--- src/rtl/pdly_pkg.sv ---
// rtl/pdly_pkg.sv - shared constants and tick conversion for the pdly delay-timer bank
package pdly_pkg;

    localparam int CLK_NS        = 20;
    localparam int PDLY_CHANNELS = 4;
    localparam int PDLY_WIDTH    = 8;

    // Legacy modules quoted delays in ns; round to the nearest tick, never below one.
    function automatic int ns_to_ticks(input int ns);
        int t;
        t = (ns + CLK_NS / 2) / CLK_NS;
        return (t < 1) ? 1 : t;
    endfunction

endpackage

--- src/rtl/pdly_chan.sv ---
// rtl/pdly_chan.sv - one retriggerable delay channel; overrun flag under PDLY_OVERRUN_EN
module pdly_chan
    import pdly_pkg::*;
#(
    parameter int WIDTH  = PDLY_WIDTH,
    parameter int RETRIG = 1
) (
    input  logic             clk,
    input  logic             reset,
    input  logic             start,
    input  logic             cancel,
    input  logic [WIDTH-1:0] dly,
`ifdef PDLY_OVERRUN_EN
    input  logic             ovr_clr,
    output logic             ovr,
`endif
    output logic             p,
    output logic             l
);

    logic             busy;
    logic [WIDTH-1:0] cnt;
    logic             p_cycle;
    logic             dly_nz;
    logic             accept;

    assign p_cycle = busy && (cnt == WIDTH'(1));
    assign dly_nz  = (dly != '0);
    // A start in the expiry cycle always chains, whatever RETRIG says.
    assign accept  = start && dly_nz && (!busy || p_cycle || (RETRIG != 0));

    assign p = p_cycle;
    assign l = busy;

    always_ff @(posedge clk or posedge reset) begin
        if (reset) begin
            busy <= 1'b0;
            cnt  <= '0;
        end else if (accept) begin
            busy <= 1'b1;
            cnt  <= dly;
        end else if (cancel) begin
            busy <= 1'b0;
            cnt  <= '0;
        end else if (busy) begin
            cnt <= cnt - WIDTH'(1);
            if (p_cycle) begin
                busy <= 1'b0;
            end
        end
    end

`ifdef PDLY_OVERRUN_EN
    always_ff @(posedge clk or posedge reset) begin
        if (reset) begin
            ovr <= 1'b0;
        end else if (start && dly_nz && busy && !p_cycle) begin
            ovr <= 1'b1;
        end else if (ovr_clr) begin
            ovr <= 1'b0;
        end
    end
`endif

endmodule

--- src/rtl/pdly_bank.sv ---
// rtl/pdly_bank.sv - bank of independent delay timers; ovr/ovr_clr present under PDLY_OVERRUN_EN
module pdly_bank
    import pdly_pkg::*;
#(
    parameter int CHANNELS = PDLY_CHANNELS,
    parameter int WIDTH    = PDLY_WIDTH,
    parameter int RETRIG   = 1
) (
    input  logic                      clk,
    input  logic                      reset,
    input  logic [CHANNELS-1:0]       start,
    input  logic [CHANNELS-1:0]       cancel,
    input  logic [CHANNELS*WIDTH-1:0] dly,
`ifdef PDLY_OVERRUN_EN
    input  logic                      ovr_clr,
    output logic [CHANNELS-1:0]       ovr,
`endif
    output logic [CHANNELS-1:0]       p,
    output logic [CHANNELS-1:0]       l
);

    for (genvar i = 0; i < CHANNELS; i++) begin : g_chan
        pdly_chan #(
            .WIDTH  (WIDTH),
            .RETRIG (RETRIG)
        ) u_chan (
            .clk     (clk),
            .reset   (reset),
            .start   (start[i]),
            .cancel  (cancel[i]),
            .dly     (dly[i*WIDTH +: WIDTH]),
`ifdef PDLY_OVERRUN_EN
            .ovr_clr (ovr_clr),
            .ovr     (ovr[i]),
`endif
            .p       (p[i]),
            .l       (l[i])
        );
    end

endmodule

--- config.mk ---
export PLATFORM = sky130hd
export DESIGN_NAME = pdly_bank
export DESIGN_NICKNAME = d
export VERILOG_FILES = /design/src/rtl/pdly_pkg.sv /design/src/rtl/pdly_chan.sv /design/src/rtl/pdly_bank.sv
export SDC_FILE = /design/constraint.sdc
export NUM_CORES = 1
export LEC_CHECK = 0
export ABC_CLOCK_PERIOD_IN_PS = 5900
export CAP_MARGIN = 10
export CORE_AREA = 8 8 73 75
export CTS_BUF_LIST = sky130_fd_sc_hd__clkbuf_4 sky130_fd_sc_hd__clkbuf_8
export DETAILED_ROUTE_END_ITERATION = 8
export DIE_AREA = 0 0 81 83
export PLACE_DENSITY = 0.83
export SLEW_MARGIN = 20
export SYNTH_ARGS = -nofsm -noshare
export SYNTH_HDL_FRONTEND = slang
export SYNTH_SLANG_ARGS = --single-unit
--- constraint.sdc ---
create_clock -name clk -period 5.9 [get_ports clk]
set_input_delay 1.77 -clock clk [delete_from_list [all_inputs] [get_ports clk]]
set_output_delay 1.77 -clock clk [all_outputs]
set_load 0.005 [all_outputs]
* Word level (Yosys, flattened, before mapping)
Index checks and enable logic that the tools add are counted.
** Word-level totals
- Bits in registers :: 36
- Memory bits (read-only) :: 0
- Latch bits :: 0
- Bits in writable memories :: 0
- Memories kept :: 0
** Operators by class
- Bitwise gates (word level) :: 0
- Add/subtract/negate cells :: 4
- $mul :: 0
- Div/mod/pow operators :: 0
- Eq/ne operators :: 4
- Reductions and logical operators :: 16
- $lt $le $gt $ge :: 0
- Mux-type cells :: 28
- Shifts and indexed selects :: 0
** Operators by type and width (number)
- two-way mux 8 bit :: 12
- equality test 8 x 1 -> 1 bit (second input constant) :: 4
- nonzero test 8 bit :: 4
- subtractor 8 x 1 -> 8 bit (second input constant) :: 4
- two-way mux 1 bit :: 16
- nonzero test 3 bit :: 4
- logical AND 1 bit :: 8

* Longest topological paths before layout
- Word-level depth :: 6
- Depth in mapped cells :: 6
- Gate-level depth less buffers :: 6

* Cells and area by module
A second synthesis with hierarchy kept.
** Unflattened totals
- Cell total of the unflattened synthesis :: 260
- Area, all modules :: 2422.3 sq um
** By module, submodules not included
- pdly_chan :: instances 4, cells each 65, seq. area each 225.2 sq um, area each 605.6 sq um

* Worst setup path after synthesis
No wires, ideal clock.
- Kind :: register -> output
- Start point :: register g_chan[1].u_chan.cnt[4]
- End point :: output p[1]
- Arrival :: 1.602 ns
- Setup slack :: 2.528 ns
- Cell stages (with the launch flop) :: 5
- Required time :: 4.130 ns
- Path buffers :: 1
- Path through :: dfrtp_1 > or4_4 > or4b_4 > nor2_1 > buf_4
** Between the ends
- Word-level cells in the longest chain between the ends :: 2
** RTL lines
- start, declared :: line pdly_chan.sv:22 : logic [WIDTH-1:0] cnt;
- start signal, assigned :: line pdly_chan.sv:41 : cnt <= dly;
- start signal, assigned :: line pdly_chan.sv:46 : cnt <= cnt - WIDTH'(1);
- equality test 8 x 1 -> 1 bit :: line pdly_chan.sv:27 : assign p_cycle = busy && (cnt == WIDTH'(1));
- logical AND 1 bit :: line pdly_chan.sv:27
- end, declared :: line pdly_bank.sv:18 : output logic [CHANNELS-1:0] p,
Every way passes these cells.

* Final worst setup path
Ends and elaborated chain as after synthesis.

==> flow_summary.toml <==
[job]
drv_cap = 0

[clock_network]
cts_tree = "done"
clkLatencyLatePin_ps = 280
cts_root_buffer = "clkbuf_8"
h-tree-depth = 2
clk_pin_slew_ps = 80
cts_buffer_depth = 2
ctsHoldBuffers = 0
cts_resized = 0
postCtsSetupRepairBufs = 0
cts_buffers = 5
clock_sinks = 36

[logic_synthesis]
synthFlopType = "dfrtp_1"
synth_enable_flop_cells = 0
synth_most_common_cell = "nand2_1"
yosysTopAreaCellShare_pct = 40.2
synth_common_cells = "nand2_1, dfrtp_1, o31ai_1"
seq_area_frac_synth_pct = 40.2
ys_warn_count = 0
ys_async_sr_fraction_pct = 100
syn_area_um2 = 2240
synthDistinctLibCells = 45
yosysTopAreaCell = "dfrtp_1"
syn_nets = 300
synth.top_cells.by_area = "dfrtp_1, nand2_1, o31ai_1, xnor2_1, ha_1"
netlist_instances = 250
postSynthAreaPerCell_um2 = 8.97
ys_seq_elements = 36

[timing]
timing.slew.headroom_pct = 49.5
tns_ps = 0
fin_crit_sh_pct = 70.0
finalHoldViolations = 0
finClkSkew_ps = 5.69
worstMarginPinSlew_ps = 756
slew_viol_final = 0
fmax_mhz = 242
rsz0062_at_grt = "no"
finalSetupViolations = 0
min_period_ps = 4130

[worst_setup_path]
worst_ep_arrival_time_ps = 2360
end_kind = "output pin"
slowest_stage = "or4_4"
crit_fanout = 3
path_class = "flip-flop to output pin"
path_cells = "or4_4 > or4b_4 > nor2_1 > clkdlybuf4s50_1"
start_kind = "flip-flop"
critPathRequiredTime_ps = 4130
max_stage_delay_ps = 560

[finish]
nets = 339
n_fill_cell = 350
areaGrowthSynthToFinish_pct = 27.8
final_cell_area_um2 = 2870
antennaDiodeCount = 0
drive_above_1_share_pct = 4.83

[routing]
antenna_left = 0
drc_errors = 0
routed_wl_um = 5110
drt_iter0_markers = 137
vias_per_cell = 5.67
wl_per_cell_um = 15.0
vias = 1940
first_pass_iters = 4

[die]
core_region_area_um2 = 4200
die_x_um = 81
initial_utilization_pct = 53.4
ios = 50
fp.dieArea_um2 = 6720
rows = 24
die_h_um = 83

[placed_design]
globalplace.congestion = 0.833
numPortBuffers = 49
place_area_um2 = 2710
place_hpwl_um = 3720

[pwr]
power_density_nw_per_um2 = 263
total_power_mw = 0.754
leakage_nw = 1.17
ir_drop_uv = 164

[min_path]
hold_class = "flip-flop to flip-flop"

[grt]
grt_max_degree = 37
grt_pass1_wl_um = 8940
grt_pass1_vias = 2036
antenna_found_initial = 0
grt_use_total_pct = 16.2
grt_remaining_overflow = 0

[outcome]
status = "finished, final reports clean"
[per-layer routing]
layer	GRT usage (%)	part of all wire, %
met5	0	0
met4	5.69	1.1
met3	5.06	5.9
met2	25.8	50
met1	19.9	43
[state kept, by name, indices dropped and copies added, names as in the netlist]
| name | cells |
|---|---|
| g_chan.u_chan.l | 4 |
| g_chan.u_chan.cnt | 32 |
[cell usage in the layout, fill, tap and decap left out, types with 5 or more instances in the layout]
master            n
clkdlybuf4s50_1  49
nand2_1          40
dfrtp_1          36
o31ai_1          19
xnor2_1          14
nor2_1           14
o21ai_0          12
inv_1            11
xor2_1           10
nor4_1            9
nor3_1            8
ha_1              8
a211oi_1          6
clkbuf_8          5
[through the flow]
stage	hold slack [ps]	utilization (%)	setup WS (ps)	instances
finish	573	68.2	1770	342
CTS	577	68.2	1750	342
floorplan	521	-	2530	250
detailed placement	554	64.4	2080	334
global route	600	68.2	1690	342
global placement	550	64.4	2100	334
[final timing paths]
path,from,endpoint,slack [ps],cells past startpoint
worst max-delay path,g_chan[1].u_chan.cnt[4]$_DFFE_PP0P_,p[1],1770,4
max in group asynchronous,reset,g_chan[2].u_chan.l$_DFF_PP0_,3700,3
worst max register to register,g_chan[1].u_chan.cnt[4]$_DFFE_PP0P_,g_chan[1].u_chan.l$_DFF_PP0_,4100,3
min in group asynchronous,reset,g_chan[0].u_chan.cnt[6]$_DFFE_PP0P_,1880,3
worst min-delay path,g_chan[3].u_chan.cnt[1]$_DFFE_PP0P_,g_chan[3].u_chan.cnt[1]$_DFFE_PP0P_,570,1
worst min register to register,g_chan[3].u_chan.cnt[1]$_DFFE_PP0P_,g_chan[3].u_chan.cnt[1]$_DFFE_PP0P_,570,1
[where the power goes]
| part | internal (mW) | switching, mW |
|---|---|---|
| Clock | 0.212 | 0.0922 |
| Combinational | 0.0791 | 0.0708 |
| Sequential | 0.270 | 0.0296 |
[worst max-delay path: cells and delay by family (launching register included)]
kind / cells / cell delay, ps
DFF: 1 / 410
buffers and inverters: 1 / 500
and+or+nand+nor: 3 / 1160
[cell families (layout without fill, tap and decap cells)]
family	Yosys count	count (layout)	share of synthesized area, %
compound gates	55	55	17.2
flops	36	36	40.2
fa+ha+maj	8	8	4.46
buf+inv	29	69	6.25
simple gates	98	98	22.6
xor+xnor	24	24	9.37
[final cells by class]
| type | instances | area [um^2] | area share (%) |
|---|---|---|---|
| multi-input combinational | 185 | 1200 | 41.9 |
| tap | 52 | 65.1 | 2.27 |
| clock inverter | 3 | 90.1 | 3.14 |
| timing repair buffer | 50 | 498 | 17.4 |
| inverter | 11 | 41.3 | 1.44 |
| clock buffer | 5 | 68.8 | 2.40 |
| sequential | 36 | 901 | 31.4 |
No activity file was read; power rests on OpenSTA's default activity.
